--- config.mk ---
export PLATFORM = sky130hd
export DESIGN_NAME = clock_set_ctrl
export DESIGN_NICKNAME = d
export VERILOG_FILES = /design/src/rtl/clock_ctrl_pkg.sv /design/src/rtl/clock_set_ctrl_tick_prescaler.sv /design/src/rtl/clock_set_ctrl.sv
export SDC_FILE = /design/constraint.sdc
export NUM_CORES = 1
export LEC_CHECK = 0
export ABC_AREA = 0
export CORE_ASPECT_RATIO = 1.75
export CORE_MARGIN = 2
export CORE_UTILIZATION = 40
export DETAILED_ROUTE_END_ITERATION = 12
export PLACE_DENSITY = 0.71
export SYNTH_ARGS = -nofsm -noshare
export SYNTH_HDL_FRONTEND = slang
export SYNTH_HIERARCHICAL = 1
export SYNTH_SLANG_ARGS = --single-unit
--- constraint.sdc ---
create_clock -name clk -period 3.6 [get_ports clk]
set_input_delay 0.72 -clock clk [delete_from_list [all_inputs] [get_ports clk]]
set_output_delay 0.72 -clock clk [all_outputs]
set_load 0.03 [all_outputs]
--- src/rtl/clock_ctrl_pkg.sv ---
// Shared widths, limits and state encoding for the clock set controller.
package clock_ctrl_pkg;

  localparam int unsigned SEC_W = 7;
  localparam int unsigned MIN_W = 7;
  localparam int unsigned HR_W  = 5;

  localparam logic [HR_W-1:0]  MAX_HR  = 5'd23;
  localparam logic [MIN_W-1:0] MAX_MIN = 7'd59;

  typedef enum logic [2:0] {
    RUN        = 3'd0,
    SET_HR     = 3'd1,
    SET_MIN    = 3'd2,
    SET_AL_HR  = 3'd3,
    SET_AL_MIN = 3'd4
  } state_e;

  // Hour increment with wrap back to midnight.
  function automatic logic [HR_W-1:0] hr_inc(input logic [HR_W-1:0] v);
    return (v >= MAX_HR) ? '0 : v + 1'b1;
  endfunction

  // Minute increment with wrap back to zero.
  function automatic logic [MIN_W-1:0] min_inc(input logic [MIN_W-1:0] v);
    return (v >= MAX_MIN) ? '0 : v + 1'b1;
  endfunction

endpackage

--- src/rtl/clock_set_ctrl_tick_prescaler.sv ---
// Divides clk down to a one-cycle advance pulse; frozen at zero while not running.
module tick_prescaler #(
  parameter int unsigned TICK_DIV = 50_000_000
) (
  input  logic clk,
  input  logic rst,
  input  logic run,
  output logic tick_en
);

  localparam int unsigned    CW   = (TICK_DIV > 1) ? $clog2(TICK_DIV) : 1;
  localparam logic [CW-1:0]  LAST = CW'(TICK_DIV - 1);

  logic [CW-1:0] count_q;

  // Free-running modulo counter, held at zero outside RUN.
  always_ff @(posedge clk) begin
    if (rst || !run) begin
      count_q <= '0;
    end else if (count_q == LAST) begin
      count_q <= '0;
    end else begin
      count_q <= count_q + 1'b1;
    end
  end

  assign tick_en = !rst && run && (count_q == LAST);

endmodule

--- src/rtl/clock_set_ctrl.sv ---
// Time-setting sequencer, alarm and display mux in front of digital_clock.
module clock_set_ctrl
  import clock_ctrl_pkg::*;
#(
  parameter int unsigned TICK_DIV    = 50_000_000,
  parameter int unsigned ALARM_TICKS = 30
) (
  input  logic             clk,
  input  logic             rst,
  input  logic             btn_mode,
  input  logic             btn_inc,
  input  logic             alarm_arm,
  input  logic [SEC_W-1:0] cur_sec,
  input  logic [MIN_W-1:0] cur_min,
  input  logic [HR_W-1:0]  cur_hr,
  output logic             tick_en,
  output logic             load,
  output logic [SEC_W-1:0] load_sec,
  output logic [MIN_W-1:0] load_min,
  output logic [HR_W-1:0]  load_hr,
  output logic [MIN_W-1:0] disp_min,
  output logic [HR_W-1:0]  disp_hr,
  output logic [2:0]       mode,
  output logic             alarm_out
);

  localparam int unsigned   AW      = (ALARM_TICKS > 1) ? $clog2(ALARM_TICKS) : 1;
  localparam logic [AW-1:0] AL_LAST = AW'(ALARM_TICKS - 1);

  state_e           state_q;
  logic             mode_q, inc_q;
  logic             mode_edge, inc_edge;
  logic [HR_W-1:0]  shadow_hr_q, al_hr_q, load_hr_q;
  logic [MIN_W-1:0] shadow_min_q, al_min_q, load_min_q;
  logic             load_q;
  logic             alarm_q, match_q, match_d, alarm_clr;
  logic [AW-1:0]    alarm_cnt_q;
  logic             run;

  assign run = (state_q == RUN);

  tick_prescaler #(.TICK_DIV(TICK_DIV)) u_presc (
    .clk     (clk),
    .rst     (rst),
    .run     (run),
    .tick_en (tick_en)
  );

  // Button history for rising-edge detection.
  always_ff @(posedge clk) begin
    if (rst) begin
      mode_q <= 1'b0;
      inc_q  <= 1'b0;
    end else begin
      mode_q <= btn_mode;
      inc_q  <= btn_inc;
    end
  end

  assign mode_edge = btn_mode & ~mode_q;
  assign inc_edge  = btn_inc  & ~inc_q;

  // Setting FSM: mode edge advances, inc edge bumps the field being edited.
  always_ff @(posedge clk) begin
    if (rst) begin
      state_q      <= RUN;
      shadow_hr_q  <= '0;
      shadow_min_q <= '0;
      al_hr_q      <= '0;
      al_min_q     <= '0;
      load_q       <= 1'b0;
      load_hr_q    <= '0;
      load_min_q   <= '0;
    end else begin
      load_q <= 1'b0;
      if (mode_edge) begin
        case (state_q)
          RUN: begin
            state_q      <= SET_HR;
            shadow_hr_q  <= cur_hr;
            shadow_min_q <= cur_min;
          end
          SET_HR:    state_q <= SET_MIN;
          SET_MIN: begin
            state_q    <= SET_AL_HR;
            load_q     <= 1'b1;
            load_hr_q  <= shadow_hr_q;
            load_min_q <= shadow_min_q;
          end
          SET_AL_HR:  state_q <= SET_AL_MIN;
          SET_AL_MIN: state_q <= RUN;
          default:    state_q <= RUN;
        endcase
      end else if (inc_edge) begin
        case (state_q)
          SET_HR:     shadow_hr_q  <= hr_inc(shadow_hr_q);
          SET_MIN:    shadow_min_q <= min_inc(shadow_min_q);
          SET_AL_HR:  al_hr_q      <= hr_inc(al_hr_q);
          SET_AL_MIN: al_min_q     <= min_inc(al_min_q);
          default:    ;
        endcase
      end
    end
  end

  assign match_d   = run && alarm_arm && (cur_hr == al_hr_q) &&
                     (cur_min == al_min_q) && (cur_sec == '0);
  assign alarm_clr = mode_edge || inc_edge || !alarm_arm || !run;

  // Alarm: set on a fresh match, runs for ALARM_TICKS ticks, any clear wins.
  always_ff @(posedge clk) begin
    if (rst) begin
      alarm_q     <= 1'b0;
      alarm_cnt_q <= '0;
      match_q     <= 1'b0;
    end else begin
      match_q <= match_d;
      if (alarm_clr) begin
        alarm_q <= 1'b0;
      end else if (match_d && !match_q) begin
        alarm_q     <= 1'b1;
        alarm_cnt_q <= '0;
      end else if (alarm_q && tick_en) begin
        if (alarm_cnt_q == AL_LAST) begin
          alarm_q <= 1'b0;
        end else begin
          alarm_cnt_q <= alarm_cnt_q + 1'b1;
        end
      end
    end
  end

  // Display source follows the field being viewed or edited.
  always_comb begin
    disp_hr  = cur_hr;
    disp_min = cur_min;
    case (state_q)
      SET_HR, SET_MIN: begin
        disp_hr  = shadow_hr_q;
        disp_min = shadow_min_q;
      end
      SET_AL_HR, SET_AL_MIN: begin
        disp_hr  = al_hr_q;
        disp_min = al_min_q;
      end
      default: ;
    endcase
  end

  assign load      = load_q;
  assign load_hr   = load_hr_q;
  assign load_min  = load_min_q;
  assign load_sec  = '0;
  assign mode      = state_q;
  assign alarm_out = alarm_q;

endmodule

# [Yosys cells after proc, flatten, opt, wreduce, memory -nomap -nowiden]
# Cells that the tools add are included.
# W data, S select, Z words.
[word_totals] register_bits=75 input_bits=24
[classes] muxes=22 bitwise_logic=6 magnitude_cmp=4 addsub=6 reduce_logical=35 eq_ne=10
[op_table] op="$mux W5" n=9
[op_table] op="$mux W7" n=6
[op_table] op="$add A26 B1 Y26 const B" n=1
[op_table] op="$eq A26 B26 Y1 const B" n=1
[op_table] op="$add A5 B1 Y5 const B" n=3
[op_table] op="$reduce_and A3 Y1" n=5
[op_table] op="$add A7 B1 Y7 const B" n=2
[op_table] op="$ge A7 B6 Y1 const B" n=2
[op_table] op="$pmux W7 S2" n=1
[op_table] op="$pmux W3 S4" n=1
[op_table] op="$ge A5 B5 Y1 const B" n=2
[op_table] op="$pmux W5 S2" n=1
[op_table] op="$reduce_bool A2 Y1" n=5
[op_table] op="$reduce_or A2 Y1" n=5
[op_table] op="$logic_and A1 B1 Y1" n=8
[op_table] op="$eq A7 B7 Y1" n=1
[op_table] op="$logic_not A7 Y1" n=1
[op_table] op="$eq A3 B2 Y1 const B" n=2
[op_table] op="$eq A5 B5 Y1" n=1
[op_table] op="$eq A5 B5 Y1 const B" n=1
[op_table] op="$logic_not A1 Y1" n=4
[op_table] op="$logic_or A1 B1 Y1" n=4
[op_table] op="$mux W1" n=4
[op_table] op="$not A1 Y1" n=4
[op_table] op="other kinds (7)" n=9

# [Longest topological paths before layout]
[depth] ltp_word=8 ltp_mapped=9 ltp_nobuf=9

# [By module]
# Netlist, hierarchy kept.
[modules_own_cells] mod="clock_set_ctrl" seq_area_each_um2=980.9 n_inst=1 area_per_inst_um2=3065.4 cells_per_inst=380
[modules_own_cells] mod="tick_prescaler" seq_area_each_um2=520.5 n_inst=1 area_per_inst_um2=1231.2 cells_per_inst=137

# [Least setup slack after synthesis]
# Ideal clock, no wire load.
[synth_path] path_kind="reg2out" from="register state_q[1] (netlist: mode[1])" to="output disp_hr[0]" path_stages_with_launch=7 path_slack_ns=0.891 t_arrival_ns=1.989 path_cell_list="dfxtp_1 buf_6 clkbuf_1 nand2_1 o211ai_1 o21ai_0 o21ai_0"
[synth_via] elab_chain_cells=3 word_cells_on_any_way=7
[synth_lines] item="start, declared" line="clock_set_ctrl.sv:30" rtl="state_e state_q;"
[synth_lines] item="start signal, assigned" line="clock_set_ctrl.sv:66" rtl="state_q <= RUN;"
[synth_lines] item="start signal, assigned" line="clock_set_ctrl.sv:79" rtl="state_q <= SET_HR;"
[synth_lines] item="start signal, assigned" line="clock_set_ctrl.sv:83" rtl="SET_HR: state_q <= SET_MIN;"
[synth_lines] item="$eq A3 B2 Y1 (tied with other cells)" line="clock_set_ctrl.sv:137" rtl="case (state_q)"
[synth_lines] item="$reduce_or A2 Y1" line="clock_set_ctrl.sv:137"
[synth_lines] item="$pmux W5 S2 *" line="clock_set_ctrl.sv:137"
[synth_lines] item="end, declared" line="clock_set_ctrl.sv:22" rtl="output logic [HR_W-1:0] disp_hr,"
# Mark *: on every way between the ends. The rest lies on a longest branch, timed or not.

# [Worst setup path in the final report]
[layout_path] from="register state_q[1] (netlist: mode[1])" to="output disp_hr[4]"
# The elaborated chain is that of the path after synthesis.

==> flow_metrics.tcl <==
set metrics [dict create \
    synthAdderAreaFrac_pct 2.04 \
    htreeDepth 3 \
    layout_commonest_cell "dfxtp_1" \
    cts_resized 0 \
    rows 50 \
    layout_min_cycle_time_ns 3.42 \
    grt_use_total_pct 19.2 \
    synth_top_family_by_area "simple AND/OR/NAND/NOR gates" \
    grt_pass1_wl_um 17500 \
    grt_pass1_vias 3755 \
    nets 589 \
    ys_warn_count 6 \
    ir_drop_mv 0.261 \
    synth_edf_count 0 \
    endpoint_kind "output pin" \
    drc 0 \
    ys.flop_type "dfxtp_1" \
    status "completed" \
    stdcell_count 693 \
    num_vias 3946 \
    ys_async_sr_fraction_pct 0 \
    clock.fmax_mhz 292 \
    hold_class "reg2reg" \
    ios 61 \
    finalWorstSetupSlack_ns 0.178 \
    synthMuxAreaShare_pct 6.73 \
    syn_area_per_cell_um2 8.31 \
    hold_viol 0 \
    cts_tree "yes" \
    total_power_mw 2.19 \
    fill_cells 1020 \
    ys_ff_latch 75 \
    dp.cells 677 \
    antenna_found_initial 0 \
    grt_overflow 0 \
    r2r_slack_ns 1.03 \
    slew_viol_final 0 \
    ys_seq_area_share_pct 34.9 \
    numCtsBuffers 9 \
    clockBufferDepth 2 \
    first_iter_violations 122 \
    final_cell_mix "dfxtp_1 (75), nor2_1 (65), clkdlybuf4s50_1 (49), nand2_1 (40), o21ai_0 (30)" \
    hp-start "u_presc/count_q[0]$_SDFF_PP0_" \
    hold_buffers 0 \
    clk_latency_ns 0.33 \
    coreArea_mm2 0.0106 \
    clock-sinks 75 \
    crit_type "reg2out" \
    rr_startpoint "u_presc/count_q[0]$_SDFF_PP0_" \
    wl_per_cell_um 15.7 \
    setup_tns_ns 0 \
    synth_area_mm2 0.00430 \
    p_leak_nw 1.93 \
    cellPowerDensity_mw_per_mm2 423 \
    synth_compound_area_share_pct 14.2 \
    dieArea_mm2 0.0116 \
    ant_nets 0 \
    start_util_pct 40.6 \
    worstPathMaxFanout 17 \
    setup_viol 0 \
    worst_hold_path.num_cells 1 \
    root_buffer "clkbuf_16" \
    worst_pin_slew_ns 1.03 \
    die_h_um 141 \
    cp-start-kind "flop" \
    rr_worst_depth 9 \
    diodes 0 \
    yosysUniqueCellTypes 59 \
    post_cts.repair.setup_buffers 0 \
    layout-area-overhead-vs-synth_pct 20.5 \
    min_period_over_period_pct 95.1 \
    slew_headroom_pct 30.9 \
    portBuffers 53 \
    synthSimpleGateAreaFrac_pct 27.4 \
    dp_hpwl_um 8010 \
    arrival_ns 2.70 \
    r2r_end "alarm_cnt_q[3]$_SDFFE_PP0P_" \
    critPathRequiredTime_ns 2.88 \
    layout-drive-gt1-share_pct 9.77 \
    viasPerCell 5.69 \
    holdPathEnd "u_presc/count_q[0]$_SDFF_PP0_" \
    rsz0062_at_grt "no" \
    synth_xor_area_share_pct 9.17 \
    cap_violations 0 \
    die_w_um 82.3 \
    path_clk_slew_ns 0.06 \
    synth_cells 517 \
    pre_cts_ws_ns 0.447 \
    dr.pass1.iters 4 \
    skew_ns 0.00765 \
    wirelength_um 10900 \
    holdWs_ns 0.471 \
    grt_max_degree 35 \
    gp_congestion 0.846 \
]
==> worst max path at each step <==
stage	cells past startpoint	startpoint	slack, ns	end
floorplan	6	mode[1]$_SDFFE_PP0P_	0.89	disp_hr[0]
global placement	5	cur_min[5]	0.44	disp_min[5]
detailed placement	5	cur_min[5]	0.45	disp_min[5]
CTS	4	mode[1]$_SDFFE_PP0P_	0.20	disp_hr[4]
global route	4	mode[1]$_SDFFE_PP0P_	0.07	disp_min[6]
finish	4	mode[1]$_SDFFE_PP0P_	0.18	disp_hr[4]
==> area by class of cell <==
cell class / count / area [um^2] / area share [%]
multi-input cells: 400 / 2580 / 49.9
flip-flops and latches: 75 / 1500 / 29.0
repair buffers: 59 / 566 / 10.9
clock buffers: 11 / 253 / 4.88
well taps: 130 / 163 / 3.14
clock inverters: 5 / 60.1 / 1.16
inverters: 13 / 48.8 / 0.943
==> report_power, final <==
part,switching (mW),internal (mW),leakage [nW],total (mW)
Clock,0.360,0.577,0.152,0.937
Sequential,0.0335,0.849,0.607,0.883
Combinational,0.220,0.149,1.17,0.369
==> state kept, by name, indices dropped and copies added, names as in the netlist <==
signal,flops
load,1
alarm_out,1
mode,3
load_hr,5
shadow_hr_q,5
al_min_q,7
inc_q,1
mode_q,1
match_q,1
al_hr_q,5
u_presc/count_q,26
load_min,7
alarm_cnt_q,5
shadow_min_q,7
==> critical path, cell delays in order (launching register included) <==
cell             delay (ns)
dfxtp_1                0.47
nor2_1                 0.85
mux2i_1                0.18
mux2i_1                0.16
clkdlybuf4s50_1        0.70
==> Yosys cell counts (10+ instances only) <==
library cell,instances,area (um^2)
a21oi_1,18,90.1
inv_1,13,48.8
o21ai_0,30,150
xnor2_1,18,158
mux2i_1,21,210
nand2_1,40,150
xor2_1,27,236
nor3_1,11,55.1
o211ai_1,10,75.1
nand4_1,18,113
nand3_1,19,95.1
clkbuf_1,21,78.8
or3_1,13,81.3
nor2_1,65,244
dfxtp_1,75,1500
==> routing by layer <==
layer | track usage [%] | routed length [um]
met1 | 20.8 | 4330
met2 | 34.1 | 5830
met3 | 3.65 | 407
met4 | 9.56 | 298
met5 | 0 | 0
==> per-stage QoR <==
stage	util, %	cell area, um^2
finish	49.0	5180
global route	49.0	5180
CTS	49.0	5180
detailed placement	46.0	4860
global placement	46.0	4860
floorplan	-	4320
==> cells by family (layout without fill, tap and decap cells) <==
| group | count (synthesis) | count (layout) |
|---|---|---|
| AOI/OAI and AO/OA | 93 | 93 |
| xor gates and xnor gates | 45 | 45 |
| adders and majority gates | 7 | 7 |
| buffers and inverters | 48 | 88 |
| DFF | 75 | 75 |
| muxes | 28 | 28 |
| other | 1 | 7 |
| and+or+nand+nor | 220 | 220 |
Note: power is estimated with default switching activity, not from simulation.
